$ cat src/rtl/afifo_pop_stream_if.sv
// Purpose: registered valid/ready word stream leaving the FIFO pop stage.
// Latency: none, this is a bundle of wires.
// Backpressure: the slave holds m_ready low to stall; the master keeps m_data/m_valid stable.
interface afifo_pop_stream_if #(
    parameter int DATA_WIDTH = 18
);
    logic [DATA_WIDTH-1:0] m_data;
    logic                  m_valid;
    logic                  m_ready;

    modport master (output m_data, output m_valid, input m_ready);
    modport slave  (input m_data, input m_valid, output m_ready);
endinterface

$ cat src/rtl/afifo_pop_stream.sv
// Purpose: drain the async FIFO pop side into a registered valid/ready stream via a credit-checked skid buffer.
// Latency: fifo_pop in cycle 0 -> m_valid in cycle RD_LAT+1; one word/cycle sustained.
// Backpressure: pops stop when skid + in-flight words would exceed SKID_DEPTH; optional underrun counter under AFIFO_POP_STREAM_ERRCNT_EN.
module afifo_pop_stream #(
    parameter int DATA_WIDTH = 18,
    parameter int RD_LAT     = 1,
    parameter int SKID_DEPTH = RD_LAT + 1
) (
    input  logic                  clock1,
    input  logic                  reset_n,
    input  logic                  fifo_empty,
    input  logic                  fifo_almost_empty,
    input  logic                  fifo_underrun,
    input  logic [DATA_WIDTH-1:0] fifo_dout,
    output logic                  fifo_pop,
    input  logic                  flush,
    output logic [15:0]           err_cnt,
    afifo_pop_stream_if.master    m_stream
);
    localparam int PW = (SKID_DEPTH > 1) ? $clog2(SKID_DEPTH) : 1;
    localparam int OW = $clog2(SKID_DEPTH + 1);
    localparam int CW = OW + 2;
    localparam logic [PW-1:0] PTR_LAST = PW'(SKID_DEPTH - 1);

    typedef enum logic [1:0] {IDLE, ACTIVE, DRAIN} state_t;

    state_t                state, state_nxt;
    logic [DATA_WIDTH-1:0] skid_mem [SKID_DEPTH];
    logic [PW-1:0]         wr_ptr, rd_ptr;
    logic [OW-1:0]         occ;
    logic [RD_LAT-1:0]     inflight;
    logic [CW-1:0]         infl_cnt;
    logic [1:0]            drain_cnt;
    logic                  pop_q;
    logic                  run;
    logic                  hs, wr_en, rd_en, credit_ok;

    function automatic logic [PW-1:0] ptr_inc(input logic [PW-1:0] p);
        return (p == PTR_LAST) ? '0 : p + 1'b1;
    endfunction

    assign m_stream.m_valid = (occ != '0);
    assign m_stream.m_data  = skid_mem[rd_ptr];

    // flush wins over both the returning word and the consumer handshake
    assign hs    = m_stream.m_valid && m_stream.m_ready;
    assign wr_en = inflight[RD_LAT-1] && !flush;
    assign rd_en = hs && !flush;

    // number of words popped but not yet landed in the skid buffer
    always_comb begin
        infl_cnt = '0;
        for (int i = 0; i < RD_LAT; i++) begin
            infl_cnt = infl_cnt + CW'(inflight[i]);
        end
    end

    // a slot is guaranteed for a new pop if buffered + in-flight - leaving < depth
    assign credit_ok = (CW'(occ) + infl_cnt) < (CW'(SKID_DEPTH) + CW'(hs));

    // pop decision and next state; run keeps fifo_pop low until the first edge after reset
    always_comb begin
        state_nxt = state;
        fifo_pop  = 1'b0;
        if (run && !flush && (state != DRAIN) && !fifo_empty &&
            !(pop_q && fifo_almost_empty) && credit_ok) begin
            fifo_pop = 1'b1;
        end
        case (state)
            IDLE:    if (fifo_pop) state_nxt = ACTIVE;
            ACTIVE:  if ((occ == '0) && (inflight == '0) && !fifo_pop) state_nxt = IDLE;
            DRAIN:   if (!flush && (drain_cnt <= 2'd1)) state_nxt = IDLE;
            default: state_nxt = IDLE;
        endcase
        if (flush) state_nxt = DRAIN;
    end

    // state register plus the post-flush wait that covers words still returning from the FIFO
    always_ff @(posedge clock1 or negedge reset_n) begin
        if (!reset_n) begin
            state     <= IDLE;
            drain_cnt <= 2'd0;
            run       <= 1'b0;
            pop_q     <= 1'b0;
        end else begin
            state <= state_nxt;
            run   <= 1'b1;
            pop_q <= fifo_pop;
            if (flush) begin
                drain_cnt <= 2'(RD_LAT);
            end else if ((state == DRAIN) && (drain_cnt != 2'd0)) begin
                drain_cnt <= drain_cnt - 2'd1;
            end
        end
    end

    // skid buffer, pointers, occupancy and in-flight tracking; flush discards everything
    always_ff @(posedge clock1 or negedge reset_n) begin
        if (!reset_n) begin
            for (int i = 0; i < SKID_DEPTH; i++) skid_mem[i] <= '0;
            wr_ptr   <= '0;
            rd_ptr   <= '0;
            occ      <= '0;
            inflight <= '0;
        end else if (flush) begin
            wr_ptr   <= '0;
            rd_ptr   <= '0;
            occ      <= '0;
            inflight <= '0;
        end else begin
            inflight <= RD_LAT'({inflight, fifo_pop});
            if (wr_en) begin
                skid_mem[wr_ptr] <= fifo_dout;
                wr_ptr           <= ptr_inc(wr_ptr);
            end
            if (rd_en) rd_ptr <= ptr_inc(rd_ptr);
            if (wr_en && !rd_en) begin
                occ <= occ + 1'b1;
            end else if (!wr_en && rd_en) begin
                occ <= occ - 1'b1;
            end
        end
    end

`ifdef AFIFO_POP_STREAM_ERRCNT_EN
    // saturating count of cycles with the FIFO reporting underrun
    always_ff @(posedge clock1 or negedge reset_n) begin
        if (!reset_n) begin
            err_cnt <= 16'd0;
        end else if (fifo_underrun && (err_cnt != 16'hFFFF)) begin
            err_cnt <= err_cnt + 16'd1;
        end
    end
`else
    logic unused_underrun;
    assign unused_underrun = fifo_underrun;
    assign err_cnt         = 16'd0;
`endif
endmodule

$ cat src/flat_wrapper.sv
// flat-port wrapper written by rule: the top's interface ports become plain ports
module afifo_pop_stream_flat 
#(
    parameter int DATA_WIDTH = 18,
    parameter int RD_LAT     = 1,
    parameter int SKID_DEPTH = RD_LAT + 1
)
  (clock1, reset_n, fifo_empty, fifo_almost_empty, fifo_underrun, fifo_dout, fifo_pop, flush, err_cnt, m_stream_m_data, m_stream_m_valid, m_stream_m_ready);
  afifo_pop_stream_if #(.DATA_WIDTH(DATA_WIDTH)) m_stream_i ();
  input  logic clock1;
  input  logic reset_n;
  input  logic fifo_empty;
  input  logic fifo_almost_empty;
  input  logic fifo_underrun;
  input  logic [DATA_WIDTH-1:0] fifo_dout;
  output logic fifo_pop;
  input  logic flush;
  output logic [15:0] err_cnt;
  output wire logic [$bits(m_stream_i.m_data)-1:0] m_stream_m_data;
  output wire logic [$bits(m_stream_i.m_valid)-1:0] m_stream_m_valid;
  input wire logic [$bits(m_stream_i.m_ready)-1:0] m_stream_m_ready;
  assign m_stream_m_data = m_stream_i.m_data;
  assign m_stream_m_valid = m_stream_i.m_valid;
  assign m_stream_i.m_ready = m_stream_m_ready;
  afifo_pop_stream #(.DATA_WIDTH(DATA_WIDTH), .RD_LAT(RD_LAT), .SKID_DEPTH(SKID_DEPTH)) u_core (.clock1(clock1), .reset_n(reset_n), .fifo_empty(fifo_empty), .fifo_almost_empty(fifo_almost_empty), .fifo_underrun(fifo_underrun), .fifo_dout(fifo_dout), .fifo_pop(fifo_pop), .flush(flush), .err_cnt(err_cnt), .m_stream(m_stream_i));
endmodule
$ cat config.mk
export PLATFORM = sky130hd
export DESIGN_NAME = afifo_pop_stream_flat
export DESIGN_NICKNAME = d
export VERILOG_FILES = /design/src/rtl/afifo_pop_stream_if.sv /design/src/rtl/afifo_pop_stream.sv /design/src/flat_wrapper.sv
export SDC_FILE = /design/constraint.sdc
export NUM_CORES = 1
export LEC_CHECK = 0
export ABC_AREA = 1
export ABC_CLOCK_PERIOD_IN_PS = 2100
export CAP_MARGIN = 40
export CELL_PAD_IN_SITES_DETAIL_PLACEMENT = 1
export CELL_PAD_IN_SITES_GLOBAL_PLACEMENT = 1
export CORE_MARGIN = 4
export CORE_UTILIZATION = 35
export DETAILED_ROUTE_END_ITERATION = 8
export PLACE_DENSITY_LB_ADDON = 0.1
export RECOVER_POWER = 50
export SKIP_LAST_GASP = 1
export SLEW_MARGIN = 10
export SYNTH_ARGS = -nofsm -noshare
export SYNTH_HDL_FRONTEND = slang
export SYNTH_SLANG_ARGS = --single-unit
$ cat constraint.sdc
create_clock -name clock1 -period 2.1 [get_ports clock1]
set_clock_uncertainty 0.2 [all_clocks]
set_input_delay 0.315 -clock clock1 [delete_from_list [all_inputs] [get_ports clock1]]
set_output_delay 0.315 -clock clock1 [all_outputs]
set_load 0.02 [all_outputs]
== Word level (Yosys, flattened, before mapping) ==
Cells that the tools add are included.

* Register bits: 47
* Input port bits: 25
* Output and inout port bits: 36
* Word-level logic and storage cells: 88

* Add/subtract/negate cells: 7
* Magnitude comparators: 5
* Equal/unequal tests: 6
* Multiplexer cells: 24
* Bitwise operators: 4
* Reduce and logical (&&, ||, !) cells: 32

{| class="wikitable"
|+ Operators by type and width
! cell !! number
|-
| 18-bit 2-to-1 mux || 4
|-
| 36-bit bitwise mux || 1
|-
| 18-bit demux with 1-bit select || 1
|-
| 2-bit 2-to-1 mux || 9
|-
| 1-bit logical AND || 16
|-
| 2-bit nonzero test || 5
|-
| 3-bit by 2-bit != test with 1-bit output, second input constant || 3
|-
| 1-bit 2-to-1 mux || 8
|-
| 1-bit logical NOT || 6
|-
| 2-bit case mux with 3 select lines || 1
|-
| 2-bit >= comparator, second input constant || 2
|-
| 2-bit logical NOT || 2
|-
| 4-bit less-than comparator || 1
|-
| 1-bit NOT with 2-bit output || 2
|-
| 2-bit by 1-bit subtractor with 2-bit output, second input constant || 2
|-
| 2-bit by 1-bit adder with 3-bit output || 1
|-
| 2-bit by 1-bit adder with 3-bit output, first input constant || 1
|-
| 3-bit AND reduction || 1
|-
| 3-bit nonzero test || 1
|-
| 1-bit adder, second input constant || 2
|-
| 2-bit by 1-bit adder with 2-bit output, second input constant || 1
|-
| 2-bit by 1-bit == test with 1-bit output, second input constant || 1
|-
| 2-bit == test, second input constant || 1
|-
| 2-bit by 1-bit <= comparator with 1-bit output, second input constant || 1
|-
| other kinds (4) || 5
|}

== Logic depth before layout (Yosys ltp) ==
Gate-level depths: netlist of the first run.

* Word-level depth: 12
* Depth in mapped cells: 9
* Gate-level depth less buffers: 9

== Worst setup path before layout of the first run ==
OpenSTA, ideal clock, no wires.

* Kind: register to output
* From: reg u_core.inflight
* To: out fifo_pop
* Arrival time: 1.182 ns
* Data required time: 1.585 ns
* Slack: 0.403 ns
* Cell stages (with the launch flop): 8
* Buffers on the path: 0
* Cell sequence: dfrtp_1 > ha_1 > ha_1 > nor2_1 > nand2_1 > nor2_1 > nand2_1 > inv_1

* Word-level cells in the longest chain between the ends: 4

{| class="wikitable"
|+ Ends and longest elaborated chain
! item !! line !! RTL
|-
| start: declaration || afifo_pop_stream.sv:31 || <nowiki>logic [RD_LAT-1:0] inflight;</nowiki>
|-
| start signal: assignment || afifo_pop_stream.sv:111 || <nowiki>inflight <= RD_LAT'({inflight, fifo_pop});</nowiki>
|-
| 2-bit by 1-bit adder with 3-bit output || afifo_pop_stream.sv:59 || <nowiki>assign credit_ok = (CW'(occ) + infl_cnt) < (CW'(SKID_DEPTH) + CW'(hs));</nowiki>
|-
| 4-bit less-than comparator || afifo_pop_stream.sv:59 ||
|-
| 1-bit logical AND || afifo_pop_stream.sv:66 || <nowiki>!(pop_q && fifo_almost_empty) && credit_ok) begin</nowiki>
|-
| 1-bit 2-to-1 mux || afifo_pop_stream.sv:65 || <nowiki>if (run && !flush && (state != DRAIN) && !fifo_empty &&</nowiki>
|-
| end: declaration || flat_wrapper.sv:16 || <nowiki>output logic fifo_pop;</nowiki>
|}

No other way between the ends.

== Worst setup path after layout of the first run ==
* From: reg u_core.occ[0]
* To: out fifo_pop

* Word-level cells in the longest chain between the ends: 6
* Elaborated cells on any way between the ends: 7
* Classes of those cells: 2 x add/sub; 1 x order compare; 1 x mux; 3 x reduce/logical

{| class="wikitable"
|+ Ends and longest elaborated chain
! item !! line !! RTL
|-
| start: declaration || afifo_pop_stream.sv:30 || <nowiki>logic [OW-1:0] occ;</nowiki>
|-
| start signal: assignment || afifo_pop_stream.sv:118 || <nowiki>occ <= occ + 1'b1;</nowiki>
|-
| start signal: assignment || afifo_pop_stream.sv:120 || <nowiki>occ <= occ - 1'b1;</nowiki>
|-
| 2-bit nonzero test || afifo_pop_stream.sv:42 || <nowiki>assign m_stream.m_valid = (occ != '0);</nowiki>
|-
| 1-bit logical AND || afifo_pop_stream.sv:46 || <nowiki>assign hs = m_stream.m_valid && m_stream.m_ready;</nowiki>
|-
| 2-bit by 1-bit adder with 3-bit output || afifo_pop_stream.sv:59 ||
|-
| 4-bit less-than comparator (*) || afifo_pop_stream.sv:59 ||
|-
| 1-bit logical AND (*) || afifo_pop_stream.sv:66 ||
|-
| 1-bit 2-to-1 mux (*) || afifo_pop_stream.sv:65 ||
|}

Every way passes the cells marked *; elsewhere a longest branch is shown, timed or not.

==> impl.org, run 1 <==
** STA
- Final hold analysis gives a worst-case slack of 0.286 ns.
- The total count of hold-check failures in the final report came to 0.
- Max-slew headroom :: 0.339
- Pins Over Slew Limit :: 0
- Setup repair after global routing could not meet its margin everywhere.
- Setup violations remaining at the end of the flow were counted as 0.
- The routed design could run at a clock period as short as slightly above 2 ns.
- Fmax achieved :: just under 500 MHz
- Transition time of the tightest slew-check pin :: approximately 0.99 ns
- Final worst path period share :: 0.986

** Floorplan
- The floorplan has 29 rows.
- The region available for standard cell placement spans 0.00646 mm².
- In this run the count of I/O pins placed on the die edge is slightly above 60.
- Die footprint :: 0.00814 mm²
- Starting Density :: 0.367
- Width of the die :: around 90 µm
- Die height :: 90.2 µm

** Pwr
- Of the total power, the share spent switching nets is 0.371.
- The completed layout was analyzed and its total power is 3.02 mW.
- Dividing total power by cell area gives a power density of 1020 mW/mm².
- Of the total power, registers draw 0.411.
- In this run the static leakage power is 1.61 nW.
- The worst-case IR drop observed on VDD is approximately 0.00037 V.
- Pint :: about 1.9 mW
- In this run the power spent charging and discharging nets is roughly 1.1 mW.
- The share of total power dissipated in the clock network is 0.199.
- Portion of total power attributed to combinational logic :: 0.391

** Outcome
- Result of the run :: completed

** Routing
- Dividing the detail-routed wire length by the instance count gives between 10 and 15 µm.
- Routed Antenna Nets :: 0
- In the detailed route, the total length drawn on met2 is 2.53 mm.
- Number of remaining DRC errors :: 0
- Number of detailed-route iterations in the first pass :: 4
- The detailed router put a total of between 2 and 2.5 mm of wire on met1.
- The highest layer touched by signal routing is met4.
- Via count :: 1,892
- Dividing the detail-routed via count by the number of cells gives 4.48.
- The routed design has roughly 5.2 mm of wire.
- For this block, the initial DRC count from the detailed router was 57.
- The routed design uses 263 µm of met3 wire.

** Synth
- Count of flip-flops with a built-in enable after synthesis :: 0
- Proportion of synthesized flip-flops having asynchronous set or reset :: 1.00
- Synth Instances :: 290
- After synthesis, the cell types taking the most area are dfrtp_1 (50%), nand2_1 (18%), o21ai_2 (6.7%), inv_1 (5.4%), buf_4 (5.1%).
- Proportion of netlist area held by the largest area contributor :: 0.497
- The mapped netlist covers ~0.0024 mm².
- Of the synthesized area, sequential elements account for 0.497.
- A synthesized cell averages 8.16 µm².
- Cell taking the most area after synthesis :: dfrtp_1
- During synthesis, Yosys emitted a total of 0 warnings.
- Commonest register cell after synthesis :: dfrtp_1
- After synthesis the netlist holds a flip-flop and latch count of 47.
- Yosys mapped the design onto 21 distinct sky130hd cell types.

** Global route
- Antenna violations before repair :: 0
- Global-route wire length before repair :: just over 9 mm
- Maximum number of pins on one net before global-route repair :: 20
- The via count of the first global-routing pass is a little under 2,000.
- For this run the aggregate overflow at the end of global routing stands at 0.
- In the global route stage, overall resource usage came out at 0.137.

** Finish
- Post-layout nets :: 373
- For this run, the share of the core covered by cells in the final layout is 0.460.
- The number of antenna diodes in the final layout is 0.
- From synthesis to final layout, the design area changed by 25.4%.
- Fraction of final layout cells sized beyond drive strength 1 :: 0.139

** Critical path
- STA classifies the critical path endpoint as an output pin.
- STA classifies the critical path startpoint as a flop.
- Data arrival time at the worst-slack endpoint :: ~1.6 ns
- CP max stage cell :: dfrtp_1
- Worst setup path category :: flop to output pin
- Crit path largest cell delay :: ~0.4 ns
- Crit-path leading delay family :: flip-flops
- The critical path contains buffers and inverters numbering 2 combined.
- Biggest fanout along the worst timing path :: 2
- Worst endpoint required time :: between 1.5 and 2 ns
- The signal on the critical path passes through ha_2, ha_2, nor2_2, nand2_1, nor2_1, nand2_1, inv_2, buf_6.

** Place
- Once detailed placement completed, the half-perimeter wirelength came to between 3 and 4 mm.
- The congestion estimate from routability-driven global placement came to around 0.7.
- During placement, the flow inserted port buffers numbering 43.

** Clock network
- Clock latency on the worst-skew pair :: around 0.3 ns
- Buffers inserted during clock tree synthesis total 5.
- # H-tree levels :: 2
- Clock-pin slew was measured on the worst setup and hold paths at ~0.090 ns.
- TritonCTS built the clock tree.
- Number of clock sinks seen by CTS :: 47
- Cell chosen for the clock root :: clkbuf_8
- Largest buffer count on any clock path :: 2

** Hold path
- Tightest Hold Check Type :: flop to flop

** Job
- Number of violations of the max-capacitance limit :: 0
==> area by class of cell <==
type | instances | area, µm²
timing repair buffer | 60 | 546
sequential | 47 | 1180
inverter | 35 | 131
multi-input combinational | 195 | 920
fill | 817 | 3490
tap | 77 | 96.3
clock buffer | 8 | 100
==> worst reg2reg max path, cell delays in order, from the launching register on <==
cell     delay (ns)
dfrtp_1        0.40
ha_2           0.19
ha_2           0.17
nor2_2         0.09
nand2_1        0.05
nor2_1         0.09
nand2_1        0.08
buf_4          0.15
nand2_1        0.06
nand2_1        0.05
a21oi_1        0.12
==> worst paths after layout <==
check                                   start                   to  slack (ns)  depth (start not counted)
max                             u_core.occ[0]             fifo_pop        0.03                          8
min                        u_core.skid_mem[9]   u_core.skid_mem[9]        0.29                          2
max reg2reg                     u_core.occ[0]      u_core.state[0]        0.38                         10
min reg2reg                u_core.skid_mem[9]   u_core.skid_mem[9]        0.29                          2
max in group asynchronous             reset_n  u_core.skid_mem[28]        0.30                          3
min in group asynchronous             reset_n        u_core.occ[1]        0.49                          2
==> logic make-up after synthesis <==
group	after synthesis	synth area share
buffers and inverters	63	0.142
adders and majority gates	4	0.0211
other	2	0.00317
AOI/OAI and AO/OA	45	0.126
DFF	47	0.497
and+or+nand+nor	129	0.211
==> cells in the final DEF (no fill, tap or decap), drive strengths merged <==
cell type / instances
clkdlybuf4s50: 22
buf: 13
o21ai: 40
dfrtp: 47
conb: 17
ha: 4
inv: 35
clkbuf: 13
dlygate4sd2: 19
nand2: 111
dlygate4sd3: 1
o31ai: 1
or2: 1
nor3: 2
nor2: 12
o211ai: 1
a21oi: 3
nand3: 3
==> metal layers <==
metal	vias to the layer above	track usage
met5	-	0
met2	44	0.234
li1	959	-
met4	0	0.0383
met1	882	0.168
met3	7	0.0384
==> metrics by stage <==
| step | instance area [µm²] | worst slack (ns) | TNS (ns) | std cells |
|---|---|---|---|---|
| global placement | 2880 | -0.163 | -0.163 | 412 |
| detailed placement | 2880 | -0.176 | -0.176 | 412 |
| floorplan | 2420 | 0.403 | 0 | 305 |
| finish | 2970 | 0.0298 | 0 | 422 |
| global route | 2970 | -0.129 | -0.129 | 422 |
| CTS | 2970 | -0.143 | -0.143 | 421 |
==> repair_timing <==
item	4_1_cts	5_1_grt
pin swaps	0	4
setup endpoints to repair	20	1
endpoints found under the hold margin	16	0
hold buffers	1	0
gates resized for setup	22	7
setup buffers	0	1
==> power by group through the flow <==
stage	Combinational [mW]	Sequential, mW	Clock [mW]
final	1.18	1.24	0.600
after detailed placement	1.33	1.26	0
after global routing	1.34	1.27	0.669
after global placement	1.31	1.24	0
after floorplan	0.793	1.22	0
after CTS	1.21	1.24	0.629
==> state kept, by name (all words and copies together) (netlist names) <==
| register | flops |
|---|---|
| u_core.skid_mem | 36 |
| u_core.drain_cnt | 2 |
| u_core.occ | 2 |
| u_core.state | 2 |
| u_core.inflight | 1 |
| u_core.pop_q | 1 |
| u_core.rd_ptr | 1 |
| u_core.run | 1 |
| u_core.wr_ptr | 1 |
==> Yosys cell counts (all sizes together), types with 2 or more instances <==
| cell type | count |
|---|---|
| a21oi | 3 |
| buf | 23 |
| clkbuf | 5 |
| conb | 2 |
| dfrtp | 47 |
| ha | 4 |
| inv | 35 |
| nand2 | 111 |
| nand3 | 3 |
| nor2 | 12 |
| nor3 | 2 |
| o21ai | 40 |
Note: power is estimated with default switching activity, not from simulation.
==> run 2, diff against run 1 <==
--- a/config.mk
+++ b/config.mk
@@ -6,7 +6,7 @@
 export NUM_CORES = 1
 export LEC_CHECK = 0
 export ABC_AREA = 1
-export ABC_CLOCK_PERIOD_IN_PS = 2100
+export ABC_CLOCK_PERIOD_IN_PS = 2200
 export CAP_MARGIN = 40
 export CELL_PAD_IN_SITES_DETAIL_PLACEMENT = 1
 export CELL_PAD_IN_SITES_GLOBAL_PLACEMENT = 1
==> constraint.sdc (replaced) <==
create_clock -name clock1 -period 2.2 [get_ports clock1]
set_clock_uncertainty 0.2 [all_clocks]
set_input_delay 0.33 -clock clock1 [delete_from_list [all_inputs] [get_ports clock1]]
set_output_delay 0.33 -clock clock1 [all_outputs]
set_load 0.02 [all_outputs]
==> impl.org, run 2 (synthesized netlist as in run 1, its figures left out) <==
** Pwr
- Pint :: 1.89 mW (-0.22%)
- The worst vdd rail ir drop was 0.000365 V (-2.0%).
- Total power :: 2.97 mW (-1.5%)
- The net switching share of the total power is 0.363 (-0.00797).
- The static power due to leakage came to 1.62 nW (+0.90%).
- The share of power burned in registers came to 0.399 (-0.012).
- Total power per unit cell area :: 990 mW/mm² (-2.5%)
- The fraction of power consumed by combinational cells is 0.380 (-0.011).
- Total net switching power :: 1.08 mW (-3.6%)
- The clock network power share came to 0.221 (+0.022).

** Routing
- Via count :: 1,885 (-0.37%)
- The detail-routed net length per standard cell came to 12.2 µm (-0.39%).
- Routed Antenna Nets :: 0 (unchanged)
- Iteration-0 DRC Markers :: 49 (-14%)
- Number of remaining DRC errors :: 0 (unchanged)
- Via count normalized by instance count :: 4.45 (-0.84%)
- Number of detailed-route iterations in the first pass :: 4 (unchanged)
- The total wire length came to 5.16 mm (about the same).

** Finish
- Relative to the synthesized area, the layout overhead comes to 26.8%.
- The total inserted antenna cells came to 0 (unchanged).
- The ratio of cells with drive above 1 in the final layout is 0.147 (+0.00784).
- The flip-flop count of the largest register after layout is 36 (unchanged).
- The number of cells in the finished layout apart from fillers came to 424 (+0.47%).
- The number of nets in the layout was 375 (+0.54%).
- u_core.skid_mem holds more flip-flops than any other register.
- Leaving out fill and tap cells, the most frequent cell in the layout is nand2_1.
- Leading cell types in the layout, fill and taps excluded :: nand2_1 (111), dfrtp_1 (47), inv_1 (33), o21ai_0 (22), clkdlybuf4s50_1 (21)
- Final Util :: 0.465 (+0.00504)

** STA
- For this run, the top clock speed supported by timing is 482 MHz.
- The least setup slack across all paths after layout is 0.125 ns (+0.0954 ns).
- The worst-margin pin slew is 0.930 ns (-0.0609 ns).
- The total count of hold-check failures in the final report came to 0 (unchanged).
- The worst slew margin relative to its limit was 0.380 (+0.0406).
- Counting I/O delays and the setup requirement, the final critical path takes 2.07 ns.
- Setup violations, final :: 0 (unchanged)
- In the finished design, the share of the clock period the worst path needs comes to 0.943.
- The max-slew violation total from the final report came to 0 (unchanged).

** Floorplan
- Core Region :: 0.00646 mm² (unchanged)
- Starting Density :: 0.367 (unchanged)
- Width of the die :: 90.2 µm (unchanged)
- Standard-cell row count :: 29 (unchanged)
- The boundary pin count came to 61 (unchanged).
- The die area was 0.00814 mm² (unchanged).
- Die height :: 90.2 µm (unchanged)

** Global route
- The initial antenna violation count was 0 (unchanged).
- The global routing usage on met1 is 0.169 (+0.000616).
- Overflow after GRT :: 0 (unchanged)
- The via count of the first global-routing pass came to 1,951 (+0.57%).
- Peak-usage layer in the global routing report :: met2
- The met3 usage came to 0.0351 (-0.00334).
- Total global-route track usage :: 0.134 (-0.00281)
- Maximum number of pins on one net before global-route repair :: 24 (+20%)
- The global routing usage on met2 was 0.228 (-0.00622).
- The first-pass GRT wire length was 9.04 mm (-0.76%).

** Clock network
- Largest buffer count on any clock path :: 2 (unchanged)
- Clock latency on the worst-skew pair :: 0.29 ns (about the same)
- # H-tree levels :: 2 (unchanged)
- The CTS clock-pin slew for the worst setup and hold paths came to 0.09 ns (about the same).
- The number of sinks driven by the clock tree is 47 (unchanged).
- Clock tree synthesis selected as its root buffer the cell clkbuf_8.
- The number of buffers created by CTS is 5 (unchanged).
- TritonCTS built the clock tree.

** Critical path
- Biggest fanout along the worst timing path :: 2 (unchanged)
- Worst setup path category :: flop to output pin
- Worst endpoint required time :: 1.67 ns (+0.09 ns)
- The critical path arrival came to 1.54 ns (-0.02 ns).
- Critical path startpoint category :: flop
- The worst setup path is captured at an output pin.

** Job
- The number of maximum-capacitance violations is 0 (unchanged).

** Place
- Final GP Congestion :: 0.685 (-1.5%)
- The HPWL after detailed placement came to 3.80 mm (-1.3%).
- Number of port buffers :: 43 (unchanged)
- Placed insts :: 412 (unchanged)
- Dpl ws :: -0.124 ns (+0.0529 ns)

** Hold path
- The tightest min-delay check is of the flop to flop type.

** Outcome
- The run finished with clean final reports.
==> run 2: what timing repair did <==
item,in CTS,in global routing
buffers inserted,0,3
pin swaps,0,4
resized for setup,22,8
endpoints found under the hold margin,15,0
hold buffers,1,0
endpoints found under the setup margin,20,1
==> run 2: final cells by class <==
class / count / area, µm²
Clock buffer: 6 / 82.6
Multi-Input combinational cell: 195 / 930
Clock inverter: 2 / 35.0
Inverter: 35 / 131
Fill cell: 799 / 3460
Timing Repair Buffer: 62 / 551
Sequential cell: 47 / 1180
Tap cell: 77 / 96.3
==> run 2: through the flow <==
step | TNS [ns] | instance area (µm²) | hold slack [ns]
after detailed placement | -0.124 | 2870 | 0.0836
after global placement | -0.0946 | 2870 | 0.0686
final | 0 | 3000 | 0.288
after global routing | -0.0184 | 3000 | 0.299
after CTS | -0.0725 | 2970 | 0.288
after floorplan | 0 | 2420 | -0.166
==> run 2: path summary, 6_finish.rpt <==
check                                    start             endpoint  slack, ns  depth (start not counted)
min in group asynchronous              reset_n   u_core.skid_mem[3]       0.49                          2
min reg2reg                u_core.skid_mem[23]  u_core.skid_mem[23]       0.29                          2
max                              u_core.occ[0]             fifo_pop       0.13                          8
min                        u_core.skid_mem[23]  u_core.skid_mem[23]       0.29                          2
max reg2reg                      u_core.occ[0]      u_core.state[0]       0.37                         11
max in group asynchronous              reset_n  u_core.skid_mem[20]       0.36                          3
==> run 2: critical path, cell delays in order, from the launching register on <==
cell and delay (ns):
dfrtp_1 0.39, ha_2 0.20, ha_4 0.15, nor2_2 0.09, nand2_1 0.05, nor2_1 0.10
nand2_1 0.09, inv_2 0.07, buf_6 0.11
==> run 2: power groups by stage <==
stage	logic, mW	clock network (mW)	registers (mW)
finish	1.13	0.656	1.19
global route	1.29	0.715	1.22
CTS	1.15	0.680	1.18
detailed placement	1.27	0	1.20
global placement	1.25	0	1.19
floorplan	0.757	0	1.17
==> run 2: metal layers <==
| metal | vias to the layer above | routed length, µm |
|---|---|---|
| met1 | 876 | 2340 |
| met3 | 7 | 250 |
| met2 | 42 | 2510 |
| met4 | 0 | 54 |
| li1 | 960 | - |
| met5 | - | 0 |
==> run 3, diff against run 2 <==
--- a/config.mk
+++ b/config.mk
@@ -13,6 +13,7 @@
 export CORE_MARGIN = 4
 export CORE_UTILIZATION = 35
 export DETAILED_ROUTE_END_ITERATION = 8
+export GPL_TIMING_DRIVEN = 1
 export PLACE_DENSITY_LB_ADDON = 0.1
 export RECOVER_POWER = 50
 export SKIP_LAST_GASP = 1
==> results of run 3 <==
Final layout, timing and power as in run 2 (identical DEF).
